--- src/rtl/irq_pkg.sv ---
// Shared types for the interrupt dispatcher: id/priority widths at default sizing and FSM states.
package irq_pkg;

    localparam int unsigned DefWidth     = 8;
    localparam int unsigned DefPrioWidth = 8;

    typedef logic [$clog2(DefWidth)-1:0] IrqId;
    typedef logic [DefPrioWidth-1:0]     IrqPrio;

    typedef enum logic [1:0] {
        IDLE,
        OFFER,
        BUSY
    } DispState;

endpackage

--- src/rtl/irq_select.sv ---
// Combinational finder: highest priority among masked sources strictly above thr; ties go to lowest index.
module irq_select #(
    parameter int unsigned Width     = 8,
    parameter int unsigned PrioWidth = 8
) (
    input  logic [Width-1:0]                mask,
    input  logic [Width-1:0][PrioWidth-1:0] prio,
    input  logic [PrioWidth-1:0]            thr,
    output logic                            found,
    output logic [$clog2(Width)-1:0]        id,
    output logic [PrioWidth-1:0]            best
);

    localparam int unsigned IdW = $clog2(Width);

    always_comb begin
        found = 1'b0;
        id    = '0;
        best  = '0;
        // Strict compare keeps the earliest index on equal priorities.
        for (int unsigned i = 0; i < Width; i++) begin
            if (mask[i] && (prio[i] > thr) && (!found || (prio[i] > best))) begin
                found = 1'b1;
                id    = i[IdW-1:0];
                best  = prio[i];
            end
        end
    end

endmodule

--- src/rtl/irq_dispatch.sv ---
// Interrupt dispatcher: latches events, offers the best eligible source over valid/ready, tracks service depth.
// Optional nesting stack enabled by defining IRQ_DISPATCH_NEST_EN.
module irq_dispatch
    import irq_pkg::*;
#(
    parameter int unsigned Width     = 8,
    parameter int unsigned PrioWidth = 8,
    parameter int unsigned NestDepth = 4
) (
    input  logic                            clk,
    input  logic                            reset_n,
    input  logic [Width-1:0]                irq,
    input  logic [Width-1:0][PrioWidth-1:0] prio,
    output logic                            disp_valid,
    input  logic                            disp_ready,
    output logic [$clog2(Width)-1:0]        disp_id,
    output logic [PrioWidth-1:0]            disp_prio,
    input  logic                            disp_done,
    output logic                            busy,
    output logic [$clog2(NestDepth+1)-1:0]  nest_depth
);

    localparam int unsigned IdW  = $clog2(Width);
    localparam int unsigned DepW = $clog2(NestDepth+1);
`ifdef IRQ_DISPATCH_NEST_EN
    localparam int unsigned StackDepth = NestDepth;
`else
    localparam int unsigned StackDepth = 1;
`endif

    DispState             state_q, state_d;
    logic [Width-1:0]     pend_q, clr;
    logic [DepW-1:0]      depth_q, depth_d;
    logic [PrioWidth-1:0] stack_q [StackDepth];
    logic [IdW-1:0]       id_q;
    logic [PrioWidth-1:0] prio_q;
    logic [PrioWidth-1:0] top_prio;
    logic                 accept, pop, load;
    int unsigned          wr_idx;
    logic                 sel_found;
    logic [IdW-1:0]       sel_id;
    logic [PrioWidth-1:0] sel_prio;

    irq_select #(
        .Width     (Width),
        .PrioWidth (PrioWidth)
    ) u_select (
        .mask  (pend_q),
        .prio  (prio),
        .thr   (top_prio),
        .found (sel_found),
        .id    (sel_id),
        .best  (sel_prio)
    );

    always_comb begin
        top_prio = '0;
        for (int unsigned i = 0; i < StackDepth; i++) begin
            if (32'(depth_q) == i + 1) top_prio = stack_q[i];
        end
    end

    assign accept = (state_q == OFFER) && disp_ready;
    assign pop    = disp_done && (depth_q != '0);

    // Simultaneous pop and push overwrites the top entry in place.
    always_comb begin
        clr     = '0;
        wr_idx  = 32'(depth_q);
        depth_d = depth_q;
        if (accept) clr[id_q] = 1'b1;
        if (pop) wr_idx = 32'(depth_q) - 1;
        if (accept && !pop) depth_d = depth_q + 1'b1;
        else if (!accept && pop) depth_d = depth_q - 1'b1;
    end

    always_comb begin
        state_d = state_q;
        load    = 1'b0;
        unique case (state_q)
            IDLE: begin
                if (sel_found) begin
                    state_d = OFFER;
                    load    = 1'b1;
                end
            end
            OFFER: begin
                if (accept) state_d = BUSY;
            end
            BUSY: begin
                if (pop && (depth_q == DepW'(1))) begin
                    state_d = IDLE;
                end else if (!pop && sel_found && (32'(depth_q) < StackDepth)) begin
                    state_d = OFFER;
                    load    = 1'b1;
                end
            end
            default: state_d = IDLE;
        endcase
    end

    always_ff @(posedge clk or negedge reset_n) begin
        if (!reset_n) begin
            state_q <= IDLE;
            pend_q  <= '0;
            depth_q <= '0;
            id_q    <= '0;
            prio_q  <= '0;
            for (int unsigned i = 0; i < StackDepth; i++) stack_q[i] <= '0;
        end else begin
            state_q <= state_d;
            pend_q  <= irq | (pend_q & ~clr);
            depth_q <= depth_d;
            if (load) begin
                id_q   <= sel_id;
                prio_q <= sel_prio;
            end
            for (int unsigned i = 0; i < StackDepth; i++) begin
                if (accept && (i == wr_idx)) stack_q[i] <= prio_q;
            end
        end
    end

    assign disp_valid = (state_q == OFFER);
    assign disp_id    = id_q;
    assign disp_prio  = prio_q;
    assign busy       = (depth_q != '0);
    assign nest_depth = depth_q;

endmodule

--- config.mk ---
export PLATFORM = sky130hd
export DESIGN_NAME = irq_dispatch
export DESIGN_NICKNAME = d
export VERILOG_FILES = /design/src/rtl/irq_pkg.sv /design/src/rtl/irq_select.sv /design/src/rtl/irq_dispatch.sv
export SDC_FILE = /design/constraint.sdc
export NUM_CORES = 1
export LEC_CHECK = 0
export CAP_MARGIN = 30
export CORE_MARGIN = 2
export CORE_UTILIZATION = 50
export CTS_BUF_LIST = sky130_fd_sc_hd__clkbuf_8
export DETAILED_ROUTE_END_ITERATION = 10
export HOLD_SLACK_MARGIN = 0.05
export PLACE_DENSITY = 0.89
export SETUP_SLACK_MARGIN = 0.15
export SYNTH_ARGS = -nofsm -noshare
export SYNTH_HDL_FRONTEND = slang
export SYNTH_SLANG_ARGS = --single-unit
--- constraint.sdc ---
create_clock -name clk -period 14.5 [get_ports clk]
set_input_delay 2.9 -clock clk [delete_from_list [all_inputs] [get_ports clk]]
set_output_delay 2.9 -clock clk [all_outputs]
set_load 0.02 [all_outputs]
==> results.py <==
metrics = {
    "worst_hold_path": {
        "hold_class": "reg2reg",
    },
    "setup_path": {
        "cp_slowest_cell": "ha_1",
        "cpPeakStageDelay_ns": 0.34,
        "critical_path_class": "in2reg",
        "critPathLaunchType": "primary input",
        "worst-path-max-fanout": 8,
        "crit_path_end_kind": "register",
        "arrival_ns": 15.13,
        "crit_required_ns": 14.67,
    },
    "sta": {
        "worst_slack_ns": -0.459,
        "max_freq_mhz": 66.8,
        "final.min_clock_period_ns": 14.96,
        "hold_viol_final": 0,
        "drv_slew": 0,
        "finalCritPeriodShare_pct": 103,
        "clock_skew_ns": 0.00634,
        "relSlewSlack_pct": 46.1,
        "setup_viol": 11,
        "rsz0062_at_grt": "yes",
        "worstMarginPinSlew_ns": 0.808,
    },
    "global_routing": {
        "gr-total-overflow": 0,
        "grt_pass1_vias": 6378,
        "grt_usage_pct": 35.5,
        "antenna_found_initial": 0,
        "grt_pass1_wl_mm": 31.7,
        "grt_max_degree": 33,
    },
    "clock_tree": {
        "h-tree-depth": 2,
        "clock_latency_ns": 0.29,
        "clkTransAtPathRegs_ns": 0.07,
        "cts_buffers": 5,
        "cts_tree": "done",
        "cts_hold_buffers": 0,
        "cts_sinks": 32,
        "clockBufferDepth": 2,
        "root_buffer": "clkbuf_8",
    },
    "die": {
        "io_pins": 92,
        "core-area_um2": 10200,
        "rows": 37,
        "die_area_um2": 11300,
        "die_h_um": 106,
        "die_w_um": 106,
        "initial_core_util_pct": 51.2,
    },
    "final_layout": {
        "layout_commonest_cell": "ha_1",
        "n_fill_cell": 662,
        "post_route_cells_drive_above_1_share_pct": 30.3,
        "finalInstanceArea_um2": 7900,
        "multi_input_area_um2": 4820,
        "final_cell_mix": "104 x ha_1, 97 x buf_4, 83 x clkdlybuf4s50_1",
        "synthToLayoutAreaGrowth_pct": 50.8,
        "ff_latch_area_um2": 801,
        "nets": 1018,
    },
    "synth": {
        "syn_area_um2": 5240,
        "syn_inst": 623,
        "synth_cell_types": 63,
        "ys_seq_area_share_pct": 15.3,
        "synth-seq-cells": 32,
        "synth_edf_count": 0,
        "yosysWarnings": 0,
        "synth_ff_type": "dfrtp_1",
        "syn_nets": 824,
        "synth.avg_cell_area_um2": 8.41,
        "async_reset_ff_share_pct": 100,
    },
    "status": {
        "violations": "negative setup slack",
        "status": "finished with violations",
    },
    "flow_run": {
        "drv_cap": 0,
    },
    "placed_design": {
        "io_buffers": 91,
        "place.gp.congestion": 0.988,
        "placed_area_um2": 7080,
        "hpwl_mm": 15.6,
    },
    "route": {
        "drt_iter0_markers": 474,
        "wl_per_cell_um": 21.9,
        "routed_wl_mm": 20.9,
        "antenna_left": 0,
        "first_pass_iters": 5,
        "via_per_inst": 6.54,
        "vias": 6245,
        "drc": 0,
    },
}
[cell usage after synthesis (3+ instances only)]
| cell type | number | area share (%) |
|---|---|---|
| and2_1 | 3 | 0.36 |
| nand3_1 | 10 | 0.96 |
| a221o_1 | 8 | 1.5 |
| o211a_1 | 3 | 0.57 |
| nor2b_1 | 19 | 2.3 |
| o211ai_1 | 21 | 3.0 |
| o21ai_0 | 39 | 3.7 |
| o21bai_1 | 5 | 0.72 |
| a211o_1 | 3 | 0.50 |
| a21oi_1 | 54 | 5.2 |
| a221oi_2 | 8 | 2.3 |
| dfrtp_1 | 32 | 15 |
| nand2b_1 | 5 | 0.60 |
| ha_1 | 125 | 30 |
| inv_1 | 50 | 3.6 |
| nand4_1 | 25 | 3.0 |
| nor3_1 | 19 | 1.8 |
| mux2i_1 | 9 | 1.7 |
| a21o_1 | 19 | 2.7 |
| mux2_2 | 10 | 2.1 |
| o221ai_1 | 8 | 1.3 |
| o32ai_1 | 7 | 1.2 |
| nor2_1 | 31 | 2.2 |
| o21a_1 | 11 | 1.6 |
| nand2_1 | 38 | 2.7 |
| buf_2 | 3 | 0.29 |
| or2_2 | 3 | 0.36 |
| clkbuf_1 | 8 | 0.57 |
[registers in the layout, summed over array words and instances, names as in the netlist]
register,count
state_q,2
stack_q,8
nest_depth,3
pend_q,8
disp_id,3
disp_prio,8
[cells by family (layout without fill, tap and decap cells)]
kind of cell	Yosys count	after routing	share of synthesized area (%)
compound gates	211	212	28.7
fa+ha+maj	125	125	29.8
other cells	0	1	0
mux	19	19	3.87
simple gates	165	166	16.4
flops	32	32	15.3
xor+xnor	4	4	0.669
buf+inv	67	260	5.25
[path summary, 6_finish.rpt]
path / startpoint / to / slack [ns] / cells past startpoint
setup / recovery: prio[6] / disp_prio[2]$_DFFE_PN0P_ / -0.46 / 74
hold / removal: pend_q[1]$_DFF_PN0_ / pend_q[1]$_DFF_PN0_ / 0.48 / 1
setup reg to reg: nest_depth[1]$_DFFE_PN0P_ / disp_prio[2]$_DFFE_PN0P_ / 0.28 / 77
hold reg to reg: pend_q[1]$_DFF_PN0_ / pend_q[1]$_DFF_PN0_ / 0.48 / 1
max in group asynchronous: reset_n / disp_prio[5]$_DFFE_PN0P_ / 11.17 / 2
min in group asynchronous: reset_n / nest_depth[0]$_DFFE_PN0P_ / 3.02 / 2
[timing repair]
action	4_1_cts	5_1_grt
setup endpoints to repair	11	11
pin swaps	52	41
setup buffers	17	8
resized for setup	94	52
cloned	3	1
[per-stage QoR]
step	setup slack, ns	util (%)	hold slack, ns	instances	setup TNS [ns]
2_1_floorplan	-0.273	-	0.443	623	-2.81
3_3_place_gp	-0.582	69.2	0.459	916	-6.09
3_5_place_dp	-1.10	69.2	0.463	916	-11.67
4_1_cts	0.116	73.9	0.482	944	0
5_1_grt	-0.963	77.2	0.504	954	-10.16
6_report	-0.459	77.2	0.481	955	-4.52
[worst max-delay path: cells and delay by family]
family | cells | cell delay, ns
buffers and inverters | 12 | 1.67
and+or+nand+nor | 13 | 1.40
AOI/OAI and AO/OA | 40 | 6.95
muxes | 1 | 0.21
adders and majority gates | 8 | 1.99
[layer usage]
layer / share of wire, % / vias up / GRT usage, %
li1: - / 2789 / -
met1: 37 / 2933 / 42.1
met2: 48 / 418 / 61.2
met3: 9.5 / 105 / 7.11
met4: 5.1 / 0 / 16.4
met5: 0 / - / 0
[area by class of cell]
| cell class | instances | share of cell area (%) |
|---|---|---|
| Antenna cell | 1 | 0.0317 |
| Clock buffer | 5 | 0.871 |
| Clock inverter | 3 | 0.538 |
| Inverter | 50 | 2.41 |
| Multi-Input combinational cell | 526 | 61.0 |
| Sequential cell | 32 | 10.1 |
| Tap cell | 136 | 2.15 |
| Timing Repair Buffer | 202 | 22.9 |
Power is not shown: default switching activity piles up to over one toggle a cycle in this logic, so the estimate is an artifact.
